## config.mk

```make
export PLATFORM = sky130hd
export DESIGN_NAME = multicycle_ctrl
export DESIGN_NICKNAME = d
export VERILOG_FILES = /design/src/rtl/multicycle_ctrl_pkg.sv /design/src/rtl/multicycle_ctrl_alu_ctrl_dec.sv /design/src/rtl/multicycle_ctrl.sv
export SDC_FILE = /design/constraint.sdc
export NUM_CORES = 1
export LEC_CHECK = 0
export CAP_MARGIN = 10
export CELL_PAD_IN_SITES_DETAIL_PLACEMENT = 2
export CELL_PAD_IN_SITES_GLOBAL_PLACEMENT = 2
export CORE_MARGIN = 1.5
export CORE_UTILIZATION = 23
export DETAILED_ROUTE_END_ITERATION = 16
export PLACE_DENSITY = 0.85
export SLEW_MARGIN = 5
export SYNTH_ARGS = -nofsm -noshare
export SYNTH_HDL_FRONTEND = slang
export SYNTH_HIERARCHICAL = 1
export SYNTH_SLANG_ARGS = --single-unit
```

## constraint.sdc

```tcl
create_clock -name clk -period 3 [get_ports clk]
set_input_delay 0.6 -clock clk [delete_from_list [all_inputs] [get_ports clk]]
set_output_delay 0.6 -clock clk [all_outputs]
set_load 0.02 [all_outputs]
```

## src/rtl/multicycle_ctrl_pkg.sv

```systemverilog
// Shared encodings for the multi-cycle RV32-subset controller: FSM states,
// opcodes, ALUop classes, ALU op codes and PC source selects.
package multicycle_ctrl_pkg;

  typedef enum logic [2:0] {
    ST_FETCH  = 3'd0,
    ST_DECODE = 3'd1,
    ST_EXEC   = 3'd2,
    ST_MEM    = 3'd3,
    ST_WB     = 3'd4,
    ST_TRAP   = 3'd5
  } state_e;

  localparam logic [6:0] OPC_R   = 7'b0110011;
  localparam logic [6:0] OPC_I   = 7'b0010011;
  localparam logic [6:0] OPC_LW  = 7'b0000011;
  localparam logic [6:0] OPC_SW  = 7'b0100011;
  localparam logic [6:0] OPC_BEQ = 7'b1100011;
  localparam logic [6:0] OPC_JAL = 7'b1101111;

  localparam logic [1:0] ALUOP_ADD = 2'b00;
  localparam logic [1:0] ALUOP_BR  = 2'b01;
  localparam logic [1:0] ALUOP_R   = 2'b10;

  localparam logic [2:0] OP_AND = 3'b000;
  localparam logic [2:0] OP_OR  = 3'b001;
  localparam logic [2:0] OP_ADD = 3'b010;
  localparam logic [2:0] OP_SUB = 3'b110;
  localparam logic [2:0] OP_SLT = 3'b111;

  localparam logic [1:0] PCSEL_PC4   = 2'b00;
  localparam logic [1:0] PCSEL_BR    = 2'b01;
  localparam logic [1:0] PCSEL_JMP   = 2'b10;
  localparam logic [1:0] PCSEL_ENTRY = 2'b11;

  function automatic logic opcode_legal(input logic [6:0] opc);
    case (opc)
      OPC_R, OPC_I, OPC_LW, OPC_SW, OPC_BEQ, OPC_JAL: return 1'b1;
      default:                                        return 1'b0;
    endcase
  endfunction

endpackage

```

## src/rtl/multicycle_ctrl_alu_ctrl_dec.sv

```systemverilog
// ALU control decode: ALUop class plus funct3/funct7[5] to ALU op code,
// flagging funct3 values the datapath cannot execute.
module alu_ctrl_dec
  import multicycle_ctrl_pkg::*;
#(
  parameter int OP_W   = 3,
  parameter bit EN_SUB = 1'b1
) (
  input  logic [1:0]      i_aluop,
  input  logic            i_is_imm,
  input  logic [2:0]      i_funct3,
  input  logic            i_funct7b5,
  output logic [OP_W-1:0] o_op,
  output logic            o_illegal
);

  // Returns {illegal, op}; 000 is ADD here, the caller picks SUB when allowed.
  function automatic logic [3:0] f3_decode(input logic [2:0] f3);
    case (f3)
      3'b000:  return {1'b0, OP_ADD};
      3'b010:  return {1'b0, OP_SLT};
      3'b110:  return {1'b0, OP_OR};
      3'b111:  return {1'b0, OP_AND};
      default: return {1'b1, OP_ADD};
    endcase
  endfunction

  logic [2:0] w_op;
  logic [3:0] w_f3;

  assign w_f3 = f3_decode(i_funct3);

  // Op code selection per ALUop class
  always_comb begin
    w_op      = OP_ADD;
    o_illegal = 1'b0;
    case (i_aluop)
      ALUOP_ADD: begin
        if (i_is_imm) begin
          w_op      = w_f3[2:0];
          o_illegal = w_f3[3];
        end else begin
          w_op      = OP_ADD;
        end
      end
      ALUOP_BR: w_op = OP_SUB;
      ALUOP_R: begin
        o_illegal = w_f3[3];
        if (EN_SUB && i_funct7b5 && (i_funct3 == 3'b000)) begin
          w_op = OP_SUB;
        end else begin
          w_op = w_f3[2:0];
        end
      end
      default: o_illegal = 1'b1;
    endcase
  end

  assign o_op = OP_W'(w_op);

endmodule

```

## src/rtl/multicycle_ctrl.sv

```systemverilog
// Multi-cycle main control for the RV32 subset: FETCH/DECODE/EXEC/MEM/WB
// sequencing with memory handshakes, wait-timeout trap and datapath strobes.
module multicycle_ctrl
  import multicycle_ctrl_pkg::*;
#(
  parameter int OP_W        = 3,
  parameter int MEM_TIMEOUT = 16,
  parameter bit EN_SUB      = 1'b1
) (
  input  logic            clk,
  input  logic            rst_n,
  input  logic            INT,
  input  logic [31:0]     ins,
  output logic            imem_req,
  input  logic            imem_ack,
  input  logic            dmem_ack,
  input  logic            zero,
  output logic            ir_we,
  output logic            pc_we,
  output logic [1:0]      pc_sel,
  output logic            reg_we,
  output logic            alu_src,
  output logic            mem2reg,
  output logic            mem_read,
  output logic            mem_write,
  output logic [1:0]      ALUop,
  output logic [OP_W-1:0] op,
  output logic [2:0]      state_o,
  output logic            trap
);

  localparam int              WAIT_W    = $clog2(MEM_TIMEOUT + 1);
  localparam logic [WAIT_W-1:0] WAIT_ZERO = WAIT_W'(0);
  localparam logic [WAIT_W-1:0] WAIT_ONE  = WAIT_W'(1);
  localparam logic [WAIT_W-1:0] WAIT_LAST = WAIT_W'(MEM_TIMEOUT - 1);
  localparam logic [WAIT_W-1:0] WAIT_MAX  = WAIT_W'(MEM_TIMEOUT);

  state_e            r_state, w_state_nxt;
  logic [WAIT_W-1:0] r_wait;
  logic [6:0]        r_opcode;
  logic [2:0]        r_funct3;
  logic              r_funct7b5;

  logic       w_wait_inc, w_dec_illegal, w_is_lw;
  logic       w_imem_req, w_ir_we, w_pc_we, w_reg_we, w_alu_src;
  logic       w_mem2reg, w_mem_read, w_mem_write;
  logic [1:0] w_pc_sel, w_aluop;
  logic       w_unused_ins;

  assign w_unused_ins = ^{ins[31], ins[29:15], ins[11:7]};
  assign w_is_lw      = (r_opcode == OPC_LW);

  // ALUop class from the latched opcode
  always_comb begin
    case (r_opcode)
      OPC_R:   w_aluop = ALUOP_R;
      OPC_BEQ: w_aluop = ALUOP_BR;
      default: w_aluop = ALUOP_ADD;
    endcase
  end

  alu_ctrl_dec #(.OP_W(OP_W), .EN_SUB(EN_SUB)) u_alu_ctrl_dec (
    .i_aluop    (w_aluop),
    .i_is_imm   (r_opcode == OPC_I),
    .i_funct3   (r_funct3),
    .i_funct7b5 (r_funct7b5),
    .o_op       (op),
    .o_illegal  (w_dec_illegal)
  );

  // Next-state and strobe decode
  always_comb begin
    w_state_nxt = r_state;
    w_wait_inc  = 1'b0;
    w_imem_req  = 1'b0;
    w_ir_we     = 1'b0;
    w_pc_we     = 1'b0;
    w_pc_sel    = PCSEL_PC4;
    w_reg_we    = 1'b0;
    w_alu_src   = 1'b0;
    w_mem2reg   = 1'b0;
    w_mem_read  = 1'b0;
    w_mem_write = 1'b0;
    case (r_state)
      ST_FETCH: begin
        // An interrupt only redirects before any fetch cycle has been spent waiting.
        if (INT && (r_wait == WAIT_ZERO)) begin
          w_pc_we  = 1'b1;
          w_pc_sel = PCSEL_ENTRY;
        end else begin
          w_imem_req = 1'b1;
          if (imem_ack) begin
            w_ir_we     = 1'b1;
            w_state_nxt = ST_DECODE;
          end else if (r_wait == WAIT_LAST) begin
            w_state_nxt = ST_TRAP;
          end else begin
            w_wait_inc  = 1'b1;
          end
        end
      end
      ST_DECODE: begin
        if (!opcode_legal(r_opcode) || w_dec_illegal) begin
          w_state_nxt = ST_TRAP;
        end else begin
          w_state_nxt = ST_EXEC;
        end
      end
      ST_EXEC: begin
        case (r_opcode)
          OPC_BEQ: begin
            w_pc_we     = 1'b1;
            w_pc_sel    = zero ? PCSEL_BR : PCSEL_PC4;
            w_state_nxt = ST_FETCH;
          end
          OPC_JAL: begin
            w_alu_src   = 1'b1;
            w_pc_we     = 1'b1;
            w_pc_sel    = PCSEL_JMP;
            w_state_nxt = ST_FETCH;
          end
          OPC_LW, OPC_SW: begin
            w_alu_src   = 1'b1;
            w_state_nxt = ST_MEM;
          end
          OPC_I: begin
            w_alu_src   = 1'b1;
            w_state_nxt = ST_WB;
          end
          OPC_R:   w_state_nxt = ST_WB;
          default: w_state_nxt = ST_TRAP;
        endcase
      end
      ST_MEM: begin
        if (w_is_lw) begin
          w_mem_read  = 1'b1;
        end else begin
          w_mem_write = 1'b1;
        end
        if (dmem_ack) begin
          if (w_is_lw) begin
            w_state_nxt = ST_WB;
          end else begin
            w_pc_we     = 1'b1;
            w_state_nxt = ST_FETCH;
          end
        end else if (r_wait == WAIT_LAST) begin
          w_state_nxt = ST_TRAP;
        end else begin
          w_wait_inc  = 1'b1;
        end
      end
      ST_WB: begin
        w_reg_we    = 1'b1;
        w_mem2reg   = w_is_lw;
        w_pc_we     = 1'b1;
        w_state_nxt = ST_FETCH;
      end
      ST_TRAP: w_state_nxt = ST_TRAP;
      default: w_state_nxt = ST_TRAP;
    endcase
  end

  // State, saturating wait counter and IR field latches
  always_ff @(posedge clk) begin
    if (!rst_n) begin
      r_state    <= ST_FETCH;
      r_wait     <= WAIT_ZERO;
      r_opcode   <= 7'd0;
      r_funct3   <= 3'd0;
      r_funct7b5 <= 1'b0;
    end else begin
      r_state <= w_state_nxt;
      if (w_wait_inc) begin
        r_wait <= (r_wait == WAIT_MAX) ? r_wait : (r_wait + WAIT_ONE);
      end else begin
        r_wait <= WAIT_ZERO;
      end
      if (w_ir_we) begin
        r_opcode   <= ins[6:0];
        r_funct3   <= ins[14:12];
        r_funct7b5 <= ins[30];
      end
    end
  end

  // Reset low suppresses every strobe, including any abandoned request.
  assign imem_req  = rst_n & w_imem_req;
  assign ir_we     = rst_n & w_ir_we;
  assign pc_we     = rst_n & w_pc_we;
  assign pc_sel    = rst_n ? w_pc_sel : PCSEL_PC4;
  assign reg_we    = rst_n & w_reg_we;
  assign alu_src   = rst_n & w_alu_src;
  assign mem2reg   = rst_n & w_mem2reg;
  assign mem_read  = rst_n & w_mem_read;
  assign mem_write = rst_n & w_mem_write;
  assign ALUop     = w_aluop;
  assign state_o   = r_state;
  assign trap      = (r_state == ST_TRAP);

endmodule

```

After elaboration in Yosys (flattened, before gate mapping) --
Index checks and enable logic that the tools add are counted.
Storage, ports and cells: word-level logic and storage cells 91, bits in registers 19, output and inout port bits 19, bits of input ports 38
Cells by class: muxes and demuxes 44, reductions and logical operators 14, equality and inequality tests 19, bitwise logic cells 8, $add $sub $neg 1
Operators by type and width (number):
- two-way mux 1 bit | 24
- two-way mux 3 bit | 8
- one-hot mux 3 bit (3 select lines) | 2
- one-hot mux 4 bit (4 select lines) | 1
- one-hot mux 3 bit (5 select lines) | 1
- equality test 7 x 6 -> 1 bit (second input constant) | 2
- equality test 7 bit (second input constant) | 2
- equality test 3 bit (second input constant) | 4
- one-hot mux 2 bit (2 select lines) | 3
- equality test 3 x 2 -> 1 bit (second input constant) | 3
- bitwise AND 1 bit | 8
- equality test 7 x 2 -> 1 bit (second input constant) | 1
- equality test 7 x 5 -> 1 bit (second input constant) | 1
- zero test 3 bit | 2
- OR reduction 2 bit | 3
- OR reduction 6 bit | 1
- adder 5 x 1 -> 5 bit (second input constant) | 1
- equality test 5 x 4 -> 1 bit (second input constant) | 1
- equality test 5 bit (second input constant) | 1
- zero test 5 bit | 1
- two-way mux 2 bit | 2
- one-hot mux 1 bit (4 select lines) | 1
- OR reduction 4 bit | 1
- equality test 3 x 1 -> 1 bit (second input constant) | 1
- 10 further kinds | 11

Longest topological paths before layout --
depth after elaboration 8, depth in mapped cells 10, mapped depth without buffers 9

Hierarchy --
The synthesis kept the hierarchy.
By module, submodules not included:
- multicycle_ctrl | sequential area each 380.4 µm², cells an instance 163, instances 1, area an instance 1300.0 µm²
- alu_ctrl_dec | sequential area each 0.0 µm², cells an instance 13, instances 1, area an instance 73.8 µm²

Worst setup path after synthesis --
OpenSTA, ideal clock, no wires.
path kind register -> output, start point reg r_opcode[2], end point out op[0], setup slack 331 ps, buffers on the path 0, data arrival time 2069 ps, cell stages (with the launch flop) 6, required time 2400 ps, cells stage by stage dfxtp_1 > nor3_1 > nand3_1 > nor3_1 > o211ai_1 > nor2_1
On the way: longest elaborated chain between the ends 4, elaborated cells on any way between the ends 9, classes of those cells eq/ne (5); mux (3); reduce/logical (1)
Ends and longest elaborated chain:
- start, declared | line multicycle_ctrl.sv:40 | logic [6:0] r_opcode;
- start signal, assigned | line multicycle_ctrl.sv:180 | r_opcode <= ins[6:0];
- equality test 7 bit or equality test 7 x 6 -> 1 bit (tied branches) | line multicycle_ctrl.sv:55 | case (r_opcode)
- one-hot mux 2 bit (2 select lines) * | line multicycle_ctrl.sv:55
- via ALUop[1] | line multicycle_ctrl.sv:26 | output logic [1:0] ALUop,
- equality test 2 bit, or another cell as far along | line multicycle_ctrl_alu_ctrl_dec.sv:37 | case (i_aluop)
- one-hot mux 3 bit (3 select lines) * | line multicycle_ctrl_alu_ctrl_dec.sv:37
- end, declared | line multicycle_ctrl.sv:27 | output logic [OP_W-1:0] op,
The timed path passes the listed nets; every way through them passes the cells marked *.

Worst setup path in the final report --
start point in INT, end point out pc_we
On the way: longest elaborated chain between the ends 4
Ends and longest elaborated chain:
- start, declared | line multicycle_ctrl.sv:12 | input logic INT,
- logical AND 1 bit | line multicycle_ctrl.sv:87 | if (INT && (r_wait == WAIT_ZERO)) begin
- two-way mux 1 bit | line multicycle_ctrl.sv:87
- one-hot mux 1 bit (4 select lines) | line multicycle_ctrl.sv:84 | case (r_state)
- bitwise AND 1 bit | line multicycle_ctrl.sv:190 | assign pc_we = rst_n & w_pc_we;
- end, declared | line multicycle_ctrl.sv:19 | output logic pc_we,
No other way between the ends.

==> out/metrics.yaml <==
die:
  die_w_um: 80.3
  core_um2: 5640
  fp.dieArea_um2: 6450
  num_rows: 27
  io_pins: 57
  start_util_pct: 24.4
  die-height_um: 80.3
grt:
  grt_start_max_net_pins: 16
  first_global_vias: 1610
  grt_busiest_layer: "met2"
  antenna_found_initial: 0
  grt-ovfl-total: 0
  use_met1_pct: 21.3
  met2_usage_pct: 28.2
  grt_usage_pct: 16.1
  use_met3_pct: 1.02
  grt_pass1_wl_um: 8140
synthesis:
  synthesis.nets: 217
  ys_types: 50
  synthTopCellsByArea: "dfxtp_1, nand2_1, a21boi_0"
  synth_compound_area_share_pct: 23.2
  synth_top_family_by_area: "simple AND/OR/NAND/NOR gates"
  seq_area_frac_synth_pct: 27.7
  synth_top_area_share_pct: 27.7
  yosys.area_share.simple_pct: 37.2
  yosysTopAreaCell: "dfxtp_1"
  muxShareOfSynthArea_pct: 0
  synth-xor-area-share_pct: 1.91
  yosys.area_share.adder_pct: 2.73
  syn_area_per_cell_um2: 7.81
  ys_ff_latch: 19
  synth_ff_type: "dfxtp_1"
  synth_edf_count: 0
  syn_inst: 176
  synthesis.area_um2: 1370
  async_reset_ff_share_pct: 0
  synth_warnings: 6
sta:
  post-route-period-util_pct: 96.3
  rsz0062_at_grt: "false"
  max_freq_mhz: 346
  report.final.slew_viol_count: 0
  finClkSkew_ns: 0.00250
  relSlewSlack_pct: 68.5
  final_hold_viol_count: 0
  setup_viol: 0
  worst_pin_slew_ns: 0.472
  whs_ns: 0.500
  period_minus_slack_ns: 2.89
run_status:
  status: "finished clean"
pwr:
  p_sw_share_pct: 31.3
  p_leak_uw: 0.000733
  power_switching_uw: 203
  seqPwrFrac_pct: 43.5
  power.density_nw_per_um2: 330
  p_clk_share_pct: 29.6
  ir_drop_mv: 0.145
  p_int_uw: 447
  power_frac_comb_pct: 27.0
worst_setup_path:
  end_kind: "output pin"
  path_max_fanout: 2
  crit_arrival_ns: 2.29
  worst_setup_path_start_kind: "primary input"
  path_class: "in -> out"
  worstPathRequired_ns: 2.40
detailed_routing:
  drtIter0Drc: 35
  detail-route-antenna-nets: 0
  vias: 1486
  routed_wl_um: 4670
  drt_first_pass_iters: 4
  vias_per_cell: 4.99
  wl_per_cell_um: 15.7
  drcViolationCount: 0
cts:
  clk_pin_slew_worst_paths_ns: 0.08
  cts_hold_buf: 0
  cts_buffers: 3
  cts.sinks: 19
  cts_buffer_depth: 2
  clock_latency_ns: 0.26
  clock-root-buffer: "clkbuf_8"
  post_cts_buffers: 0
  h-tree-depth: 1
  cts_tree: "done"
run:
  cap_violations: 0
placed_design:
  place.port_buffers: 35
  place.gp.congestion: 0.802
  dp_hpwl_um: 3710
cells_and_area:
  areaGrowthSynthToFinish_pct: 43.4
  final_nets: 268
  drive_above_1_share_pct: 17.3
  diodes: 0
  final_util_pct: 34.9
  nFillCells: 647
min_path:
  hold_path.class: "reg -> reg"
## timing repair
item,in CTS,in global routing
setup endpoints to repair,6,2
gates resized for setup,7,4
pin swaps,0,0
## Yosys cell counts, types with 2 or more instances
cell type and count:
nor3_1 7, o2111ai_1 2, a21boi_1 2, and3_1 3, and2_1 4, inv_1 11
buf_2 2, nand2_1 22, a21boi_0 10, clkbuf_1 4, nand4_1 2, nand3b_1 3
or3_1 2, o21ai_0 3, nand3_1 15, nand2b_1 3, o22ai_1 3, a211oi_1 2
nor3b_1 3, ha_1 3, a21oi_1 6, nor2_1 10, xor2_1 2, buf_4 3
dfxtp_1 19, nor4b_1 2, o311a_1 2, nor2b_1 3, a221oi_2 2
## through the flow
stage | setup WS, ns | area, um^2 | TNS (ns) | cells | total power (uW)
after global routing | 0.0162 | 1970 | 0 | 298 | 686
after floorplan | 0.331 | 1370 | 0 | 176 | 381
after detailed placement | -0.176 | 1910 | -0.307 | 294 | 465
after global placement | -0.136 | 1910 | -0.156 | 294 | 458
final | 0.111 | 1970 | 0 | 298 | 650
after CTS | 0.0942 | 1970 | 0 | 298 | 660
## sequential cells by signal, indices dropped and copies added (netlist names)
signal / cells
r_funct3: 3
r_funct7b5: 1
state_o: 3
r_wait: 5
r_opcode: 7
## power by group through the flow
| stage | logic, uW | clock network (uW) | registers (uW) |
|---|---|---|---|
| 2_1_floorplan | 97.3 | 0 | 283 |
| 5_1_grt | 193 | 207 | 286 |
| 3_3_place_gp | 171 | 0 | 287 |
| 3_5_place_dp | 177 | 0 | 288 |
| 4_1_cts | 177 | 200 | 282 |
| 6_report | 175 | 192 | 283 |
## critical path, stage by stage
cell and delay (ns):
clkdlybuf4s50_1 0.46, nor2b_1 0.20, a21oi_1 0.12, o32a_1 0.32, a221oi_2 0.23, dlygate4sd2_1 0.36
## routing by layer
| metal | up-vias | wire, um |
|---|---|---|
| li1 | 729 | - |
| met1 | 733 | 2180 |
| met2 | 19 | 2380 |
| met3 | 5 | 71 |
| met4 | 0 | 42 |
| met5 | - | 0 |
## cell families (layout without fill, tap and decap cells)
kind of cell             Yosys count  after routing
AO/OA/AOI/OAI                     41             41
adder cells (fa/ha/maj)            3              3
AND/OR/NAND/NOR                   89             89
XOR/XNOR                           3              3
flip-flops                        19             19
buffers and inverters             21             71
## final timing paths
path                              to  cells after the start                     start  slack, ns
min          r_funct7b5$_SDFFE_PN0P_                      2   r_funct7b5$_SDFFE_PN0P_       0.50
min reg2reg  r_funct7b5$_SDFFE_PN0P_                      2   r_funct7b5$_SDFFE_PN0P_       0.50
max reg2reg  state_o[0]$_SDFFE_PN0N_                     10  r_opcode[3]$_SDFFE_PN0P_       0.58
max                            pc_we                      6                       INT       0.11
## layout by cell type, fill, tap and decap left out, types with 6 or more instances in the layout
master,count
a21boi_0,10
inv_1,11
a21oi_1,6
clkdlybuf4s50_1,29
nand3_1,15
dfxtp_1,19
nor2_1,10
buf_4,21
nand2_1,22
nor3_1,6
## final cells by class
type / count / area (um^2) / share of cell area, %
multi-input cells: 136 / 910 / 46.2
repair buffers: 56 / 500 / 25.4
flip-flops and latches: 19 / 380 / 19.3
well taps: 72 / 90.1 / 4.57
clock buffers: 3 / 41.3 / 2.10
inverters: 11 / 41.3 / 2.10
clock inverters: 1 / 7.51 / 0.381
Note: power is estimated with default switching activity, not from simulation.
